[config.mk]
export PLATFORM = sky130hd
export DESIGN_NAME = seq_isqrt_flat
export DESIGN_NICKNAME = d
export VERILOG_FILES = /design/src/rtl/seq_isqrt_if.sv /design/src/rtl/seq_isqrt.sv /design/src/flat_wrapper.sv
export SDC_FILE = /design/constraint.sdc
export NUM_CORES = 1
export LEC_CHECK = 0
export ABC_AREA = 0
export BUFFER_PORTS_ARGS = -buffer_cell sky130_fd_sc_hd__buf_2
export CAP_MARGIN = 20
export CORE_UTILIZATION = 38
export DETAILED_ROUTE_END_ITERATION = 12
export PLACE_DENSITY_LB_ADDON = 0.1
export SLEW_MARGIN = 20
export SYNTH_ARGS = -nofsm -noshare
export SYNTH_HDL_FRONTEND = slang
export SYNTH_SLANG_ARGS = --single-unit
[constraint.sdc]
create_clock -name clk -period 2.65 [get_ports clk]
set_input_delay 0.3975 -clock clk [delete_from_list [all_inputs] [get_ports clk]]
set_output_delay 0.3975 -clock clk [all_outputs]
set_load 0.1 [all_outputs]
[src/rtl/seq_isqrt_if.sv]
// Handshake bundle for seq_isqrt: radicand in, root/remainder out, plus busy status.
interface seq_isqrt_if #(
  parameter int unsigned WIDTH = 16
);
  localparam int unsigned N = WIDTH / 2;

  logic             in_valid;
  logic             in_ready;
  logic [WIDTH-1:0] radicand;
  logic             out_valid;
  logic             out_ready;
  logic [N-1:0]     root;
  logic [N:0]       remainder;
  logic             busy;

  modport master (
    output in_valid, radicand, out_ready,
    input  in_ready, out_valid, root, remainder, busy
  );

  modport slave (
    input  in_valid, radicand, out_ready,
    output in_ready, out_valid, root, remainder, busy
  );
endinterface

[src/rtl/seq_isqrt.sv]
// Iterative integer square root: one root bit per clock by restoring digit-by-digit
// subtraction. Floor root and remainder are held in output registers until consumed.
module seq_isqrt #(
  parameter int unsigned WIDTH = 16
) (
  input  logic       clk,
  input  logic       rst,
  seq_isqrt_if.slave bus
);
  localparam int unsigned N    = WIDTH / 2;
  localparam int unsigned CntW = $clog2(N);
  localparam logic [CntW-1:0] LastCnt = CntW'(N - 1);

  typedef enum logic [1:0] {StIdle, StCalc, StDone} state_e;

  state_e           state_q;
  logic [WIDTH-1:0] x_q;
  logic [N+1:0]     rem_q;
  logic [N-1:0]     q_q;
  logic [CntW-1:0]  cnt_q;
  logic [N-1:0]     root_q;
  logic [N:0]       remainder_q;
  logic             out_valid_q;
  logic             busy_q;

  logic [N+1:0]     rem_shift;
  logic [N+1:0]     trial;
  logic [N+1:0]     rem_next;
  logic [N-1:0]     q_next;
  logic             fits;
  logic             accept;

  // Ready in DONE only when the consumer takes the result this cycle, so a new
  // operand can be accepted in the same edge the old result leaves.
  assign bus.in_ready  = (state_q == StIdle) | ((state_q == StDone) & bus.out_ready);
  assign accept        = bus.in_valid & bus.in_ready;
  assign bus.out_valid = out_valid_q;
  assign bus.root      = root_q;
  assign bus.remainder = remainder_q;
  assign bus.busy      = busy_q;

  // One restoring step: bring down the next two radicand bits and try 4q+1.
  always_comb begin
    rem_shift = (rem_q << 2) | (N + 2)'(x_q[WIDTH-1 -: 2]);
    trial     = {q_q, 2'b01};
    fits      = (rem_shift >= trial);
    rem_next  = fits ? (rem_shift - trial) : rem_shift;
    q_next    = {q_q[N-2:0], fits};
  end

  // Control FSM with datapath and registered outputs.
  always_ff @(posedge clk) begin
    if (rst) begin
      state_q     <= StIdle;
      x_q         <= '0;
      rem_q       <= '0;
      q_q         <= '0;
      cnt_q       <= '0;
      root_q      <= '0;
      remainder_q <= '0;
      out_valid_q <= 1'b0;
      busy_q      <= 1'b0;
    end else begin
      case (state_q)
        StIdle: begin
          if (accept) begin
            x_q     <= bus.radicand;
            rem_q   <= '0;
            q_q     <= '0;
            cnt_q   <= '0;
            busy_q  <= 1'b1;
            state_q <= StCalc;
          end
        end
        StCalc: begin
          x_q   <= x_q << 2;
          rem_q <= rem_next;
          q_q   <= q_next;
          cnt_q <= cnt_q + 1'b1;
          if (cnt_q == LastCnt) begin
            // Bit N+1 of the final remainder is always zero.
            root_q      <= q_next;
            remainder_q <= rem_next[N:0];
            out_valid_q <= 1'b1;
            busy_q      <= 1'b0;
            state_q     <= StDone;
          end
        end
        StDone: begin
          if (bus.out_ready) begin
            out_valid_q <= 1'b0;
            if (bus.in_valid) begin
              x_q     <= bus.radicand;
              rem_q   <= '0;
              q_q     <= '0;
              cnt_q   <= '0;
              busy_q  <= 1'b1;
              state_q <= StCalc;
            end else begin
              state_q <= StIdle;
            end
          end
        end
        default: state_q <= StIdle;
      endcase
    end
  end
endmodule

[src/flat_wrapper.sv]
// flat-port wrapper written by rule: the top's interface ports become plain ports
module seq_isqrt_flat 
#(
  parameter int unsigned WIDTH = 16
)
  (clk, rst, bus_in_valid, bus_radicand, bus_out_ready, bus_in_ready, bus_out_valid, bus_root, bus_remainder, bus_busy);
  seq_isqrt_if #(.WIDTH(WIDTH)) bus_i ();
  input  logic clk;
  input  logic rst;
  input wire logic [$bits(bus_i.in_valid)-1:0] bus_in_valid;
  input wire logic [$bits(bus_i.radicand)-1:0] bus_radicand;
  input wire logic [$bits(bus_i.out_ready)-1:0] bus_out_ready;
  output wire logic [$bits(bus_i.in_ready)-1:0] bus_in_ready;
  output wire logic [$bits(bus_i.out_valid)-1:0] bus_out_valid;
  output wire logic [$bits(bus_i.root)-1:0] bus_root;
  output wire logic [$bits(bus_i.remainder)-1:0] bus_remainder;
  output wire logic [$bits(bus_i.busy)-1:0] bus_busy;
  assign bus_i.in_valid = bus_in_valid;
  assign bus_i.radicand = bus_radicand;
  assign bus_i.out_ready = bus_out_ready;
  assign bus_in_ready = bus_i.in_ready;
  assign bus_out_valid = bus_i.out_valid;
  assign bus_root = bus_i.root;
  assign bus_remainder = bus_i.remainder;
  assign bus_busy = bus_i.busy;
  seq_isqrt #(.WIDTH(WIDTH)) u_core (.clk(clk), .rst(rst), .bus(bus_i));
endmodule
# Word-level counts from Yosys, hierarchy flattened
# Cells that the tools add are included.
dict set report totals {
  wordCells 61
  mem_count 0
  in_bits 20
  ram_bits 0
  output_inout_bits 20
  rom_bits 0
  ff_bits 56
  latch_bits 0
}
dict set report op_classes {
  reduce_logical 8
  bitwise 4
  div_mod_pow 0
  n_addsub 2
  mux 30
  n_lt_le_gt_ge 1
  n_shift 0
  mul 0
  eq_ne 7
}
# cell n
set ops {}
lappend ops {{16-bit two-way mux} 3}
lappend ops {{8-bit two-way mux} 6}
lappend ops {{16-bit case mux with 3 select lines} 1}
lappend ops {{8-bit case mux with 3 select lines} 2}
lappend ops {{10-bit greater-or-equal comparator} 1}
lappend ops {{10-bit by 2-bit bitwise OR with 10-bit output} 1}
lappend ops {{3-bit two-way mux} 3}
lappend ops {{9-bit two-way mux} 1}
lappend ops {{3-bit case mux with 3 select lines} 1}
lappend ops {{9-bit subtractor} 1}
lappend ops {{1-bit two-way mux} 7}
lappend ops {{2-bit two-way mux} 3}
lappend ops {{2-bit case mux with 3 select lines} 1}
lappend ops {{3-bit AND reduction} 2}
lappend ops {{5-bit AND reduction} 1}
lappend ops {{2-bit by 1-bit inequality test with 1-bit output (second input constant)} 2}
lappend ops {{2-bit inequality test (second input constant)} 2}
lappend ops {{4-bit AND reduction} 1}
lappend ops {{3-bit by 1-bit adder with 3-bit output (second input constant)} 1}
lappend ops {{3-bit equality test (second input constant)} 1}
lappend ops {{1-bit case mux with 3 select lines} 1}
lappend ops {{3-bit nonzero test} 1}
lappend ops {{1-bit bitwise AND} 2}
lappend ops {{2-bit by 1-bit equality test with 1-bit output (second input constant)} 1}
lappend ops {{6 further kinds} 6}

# Logic depth before layout (Yosys ltp)
dict set report logic_depth {
  ltp_word 6
  ltp_mapped 9
  ltp_nobuf 7
}

# Worst setup path before layout
# OpenSTA, ideal clock, no wires.
dict set report synth_timing {
  kind {reg-to-output}
  start {reg u_core.state_q[1]}
  end {out bus_in_ready}
  path_buffers 1
  stages_incl_launch_ff 4
  path_slack_ns 0.426
  required_time_ns 2.253
  arrival_ns 1.827
  path_cell_list {dfxtp_1 > clkbuf_2 > nor2b_1 > nor2_1}
}
dict set report synth_via {
  elab_chain_len 3
  elab_cells_between_ends 4
  cone_classes {1 x eq/ne; 2 x bitwise; 1 x reduce/logical}
}
# item line_no
set synth_lines {}
lappend synth_lines {{start: declaration} seq_isqrt.sv:16} ;# state_e state_q;
lappend synth_lines {{start signal: assignment} seq_isqrt.sv:54} ;# state_q <= StIdle;
lappend synth_lines {{start signal: assignment} seq_isqrt.sv:72} ;# state_q <= StCalc;
lappend synth_lines {{start signal: assignment} seq_isqrt.sv:86} ;# state_q <= StDone;
lappend synth_lines {{2-bit equality test} seq_isqrt.sv:35} ;# assign bus.in_ready = (state_q == StIdle) | ((state_q == StDone) & bus.out_ready);
lappend synth_lines {{1-bit bitwise AND} seq_isqrt.sv:35}
lappend synth_lines {{1-bit bitwise OR (*)} seq_isqrt.sv:35}
lappend synth_lines {{end: declaration} flat_wrapper.sv:13} ;# output wire logic [$bits(bus_i.in_ready)-1:0] bus_in_ready;
# Every way passes the cells marked *; elsewhere a longest branch is shown, timed or not.

# Worst setup path after layout
dict set report layout_timing {
  start {reg u_core.q_q[1]}
  end {reg u_core.remainder_q[1], in the netlist u_core.bus.remainder[1]}
}
dict set report layout_via {
  elab_chain_len 2
}
# item line_no
set layout_lines {}
lappend layout_lines {{start: declaration} seq_isqrt.sv:19} ;# logic [N-1:0] q_q;
lappend layout_lines {{start signal: assignment} seq_isqrt.sv:78} ;# q_q <= q_next;
lappend layout_lines {{10-bit greater-or-equal comparator} seq_isqrt.sv:46} ;# fits = (rem_shift >= trial);
lappend layout_lines {{9-bit two-way mux} seq_isqrt.sv:47} ;# rem_next = fits ? (rem_shift - trial) : rem_shift;
lappend layout_lines {{end signal: assignment} seq_isqrt.sv:83} ;# remainder_q <= rem_next[N:0];
lappend layout_lines {{end: declaration} seq_isqrt.sv:22} ;# logic [N:0] remainder_q;
# No other way between the ends.
# A chain may end at the register's enable or synchronous reset.

==> results.rst <==
.. list-table::
   :header-rows: 1

   * - Metric
     - Value
   * - Outcome
     - complete, no violations
   * - Top flip-flop cell by instance count after synthesis
     - dfxtp_1
   * - Total detailed-routing wirelength
     - 6750 um
   * - Total standard cell area after synthesis
     - 2900 sq um
   * - Count of different cell masters after synthesis
     - 48
   * - Hold Vio Cnt, Final
     - 0
   * - Clk_lat worst skew
     - 0.30 ns
   * - Iteration-0 DRC count of the detailed router
     - 94
   * - Internal Power
     - 1.87 mW
   * - Slew of the pin with the lowest slew margin
     - 0.701 ns
   * - Async S/R FF share, synth
     - 0%
   * - Number of slew-limit violations in the final report
     - 0
   * - Initial Util
     - 39.6%
   * - Proportion of netlist area held by the largest area contributor
     - 38.6%
   * - Post-synthesis sequential area ratio
     - 38.6%
   * - Overall routing resource usage
     - 17.5%
   * - Layout area overhead
     - 10.3%
   * - Switching share of power
     - 47.1%
   * - Maximum root-to-sink buffer count
     - 2
   * - Clock period minus final worst setup slack
     - 2.20 ns
   * - Post-DR vias/cell
     - 5.27
   * - Global-route wire length before repair
     - 10900 um
   * - Global-route met1 utilization
     - 26.9%
   * - Number of cells traversed by the worst hold path
     - 3
   * - FF+latch count, synth
     - 56
   * - Ranking of synthesized cells by area
     - dfxtp_1 39%, nand2_1 7.8%, nor2_1 5.7%
   * - Site row count
     - 31
   * - Number of nets in the final layout
     - 414
   * - Layer with the highest usage after global routing
     - met1
   * - Total power consumption of the routed design
     - 3.54 mW
   * - Element type at the critical path start
     - flip-flop
   * - Hpwl dp
     - 4770 um
   * - Detailed Routing Iterations Pass 1
     - 4
   * - Worst-path fanout max
     - 13
   * - Cell type with the largest total area after synthesis
     - dfxtp_1
   * - Initial antenna violation count
     - 0
   * - Net switching component of the power
     - 1.67 mW
   * - Routability congestion estimate
     - 0.813
   * - CTS sink cnt
     - 56
   * - Worst Reg-to-Reg Cells
     - 7
   * - Number of antenna-violating nets in the routed design
     - 0
   * - Power share of the sequential group
     - 29.1%
   * - Share of power burned in the clock network
     - 13.6%
   * - Pleak
     - 1.28 nW
   * - Port Buffers
     - 39
   * - Power per Cell Area
     - 1110 nW/um^2
   * - Core Footprint
     - 7330 sq um
   * - Number of global-route vias before repair
     - 2186
   * - Post-synth EDFFs
     - 0
   * - Post-CTS Hold Fix Bufs
     - 0
   * - Maximum single-stage delay on the critical path
     - 0.50 ns
   * - Maximum number of pins on one net before global-route repair
     - 32
   * - Final-layout setup total negative slack
     - 0 ns
   * - Data arrival at the endpoint of the critical path
     - 2.41 ns
   * - Setup bufs post-CTS
     - 0
   * - Worst path slowest cell
     - o31ai_4
   * - Clock tree root driver cell
     - clkbuf_8
   * - Unrepaired setup endpoints after global routing
     - false
   * - Die H
     - 89.4 um
   * - Post-detailed-route DRC marker count
     - 0
   * - Post-detailed-route wirelength per cell
     - 14.0 um
   * - Count of vias placed by the detailed router
     - 2539
   * - Portion of total power attributed to combinational logic
     - 57.4%
   * - Clock tree from TritonCTS
     - yes
   * - Die Span X
     - 89.4 um
   * - Number of nets produced by synthesis
     - 390
   * - Grt ovf
     - 0
   * - Fin Clk Skew
     - 0.00725 ns
   * - Synth Warn #
     - 0
   * - Share of the clock period used by the worst path after layout
     - 83.1%
   * - Die area
     - 7990 sq um
   * - Diodes inserted
     - 0
   * - Type of the setup path with the least slack
     - flip-flop to flip-flop
   * - Worst min-delay path category
     - primary input to flip-flop
   * - Final setup violation count
     - 0
   * - Placement-stage cell area
     - 3110 sq um
   * - Critical-path cell list
     - inv_1, ha_1, o21ai_2, a21oi_2, o31ai_4, nand3_1, a32o_1
   * - Clk pin slew, worst setup/hold paths
     - 0.11 ns
   * - Tightest slew margin relative to the limit
     - 53.3%
   * - Gate count after technology mapping
     - 358
   * - Crit. End Element
     - flip-flop
   * - CP required
     - 2.86 ns
   * - Per-instance average area after synthesis
     - 8.10 sq um
   * - Most common library cell in the layout ignoring fill and taps
     - nand2_1
   * - Number of buffers created by CTS
     - 5
   * - Maximum ir drop on the vdd rail
     - 0.540 mV
   * - Most used cells in the layout excluding fill and tap cells
     - 60 x nand2_1, 56 x dfxtp_1, 44 x nor2_1
   * - Layout cells sized above 1
     - 17.0%
   * - Met2 global-route usage
     - 25.5%
   * - Ports placed on the boundary
     - 40
   * - GRT met3 Usage
     - 3.14%
   * - Maximum level of the CTS H-tree
     - 2
   * - Resized Gates After CTS
     - 0
   * - FMAX
     - 454 MHz
   * - Count of maximum capacitance violations
     - 0
   * - Total non-filler cell area in the finished layout
     - 3200 sq um
worst paths after layout:
path	from	endpoint	slack, ns
setup / recovery	u_core.q_q[1]	u_core.bus.remainder[1]	0.45
hold / removal	bus_radicand[1]	u_core.x_q[1]	0.33
setup reg to reg	u_core.q_q[1]	u_core.bus.remainder[1]	0.45
hold reg to reg	u_core.bus.root[7]	u_core.bus.root[7]	0.46
worst max-delay path, delay by kind of cell (launching register included):
kind,cells,cell delay (ns)
compound gates,4,1.08
fa+ha+maj,1,0.36
flops,1,0.40
simple gates,1,0.19
buf+inv,1,0.07
final cells by class:
cell class	instances	area, sq um
clock inverter	3	21.3
tap	99	124
timing repair buffer	44	233
inverter	13	48.8
multi-input combinational	262	1580
clock buffer	5	68.8
sequential	56	1120
fill	768	4130
per-stage QoR:
step	instances	utilization, %	hold slack [ns]	setup slack [ns]
2_1_floorplan	358	-	0.429	0.426
3_3_place_gp	474	42.4	0.435	0.558
3_5_place_dp	474	42.4	0.438	0.488
4_1_cts	482	43.7	0.319	0.458
5_1_grt	482	43.7	0.316	0.284
6_report	482	43.7	0.331	0.448
registers in the layout, indices dropped and copies added (netlist names):
| name | count |
|---|---|
| u_core.q_q | 8 |
| u_core.bus.root | 8 |
| u_core.bus.out_valid | 1 |
| u_core.state_q | 2 |
| u_core.bus.busy | 1 |
| u_core.x_q | 16 |
| u_core.bus.remainder | 9 |
| u_core.cnt_q | 3 |
| u_core.rem_q | 8 |
cell families (layout without fill, tap and decap cells):
| family | count (synthesis) | in the layout | synth area share [%] |
|---|---|---|---|
| adders and majority gates | 12 | 12 | 5.17 |
| DFF | 56 | 56 | 38.6 |
| buffers and inverters | 40 | 65 | 6.77 |
| and+or+nand+nor | 144 | 144 | 22.2 |
| muxes | 1 | 1 | 0.345 |
| AOI/OAI and AO/OA | 101 | 101 | 25.7 |
| xor gates and xnor gates | 4 | 4 | 1.21 |
metal layers:
| layer | part of all wire [%] | routed length (um) | vias to the layer above |
|---|---|---|---|
| met5 | 0 | 0 | - |
| met2 | 43 | 2930 | 48 |
| met4 | 0.37 | 25 | 0 |
| li1 | - | - | 1313 |
| met3 | 4.1 | 276 | 2 |
| met1 | 52 | 3520 | 1176 |
synth_stat cells (4+ instances only):
| master | n |
|---|---|
| inv_1 | 13 |
| buf_2 | 12 |
| nand3_1 | 8 |
| o31ai_1 | 5 |
| a31oi_1 | 4 |
| nand4_1 | 4 |
| a22oi_1 | 9 |
| a21oi_1 | 24 |
| ha_1 | 12 |
| nand2b_1 | 7 |
| nand2_1 | 60 |
| o211ai_1 | 5 |
| nor2_1 | 44 |
| o21ai_0 | 13 |
| nand3b_1 | 4 |
| nor3_1 | 5 |
| clkbuf_1 | 9 |
| dfxtp_1 | 56 |
| a311oi_1 | 15 |
power by group through the flow:
stage / combinational (mW) / clock (mW) / sequential (mW)
3_5_place_dp: 2.02 / 0 / 1.04
4_1_cts: 2.02 / 0.496 / 1.02
2_1_floorplan: 1.76 / 0 / 1.02
5_1_grt: 2.23 / 0.537 / 1.04
3_3_place_gp: 2.02 / 0 / 1.04
6_report: 2.03 / 0.480 / 1.03
Power figures use the tool's default switching activity.
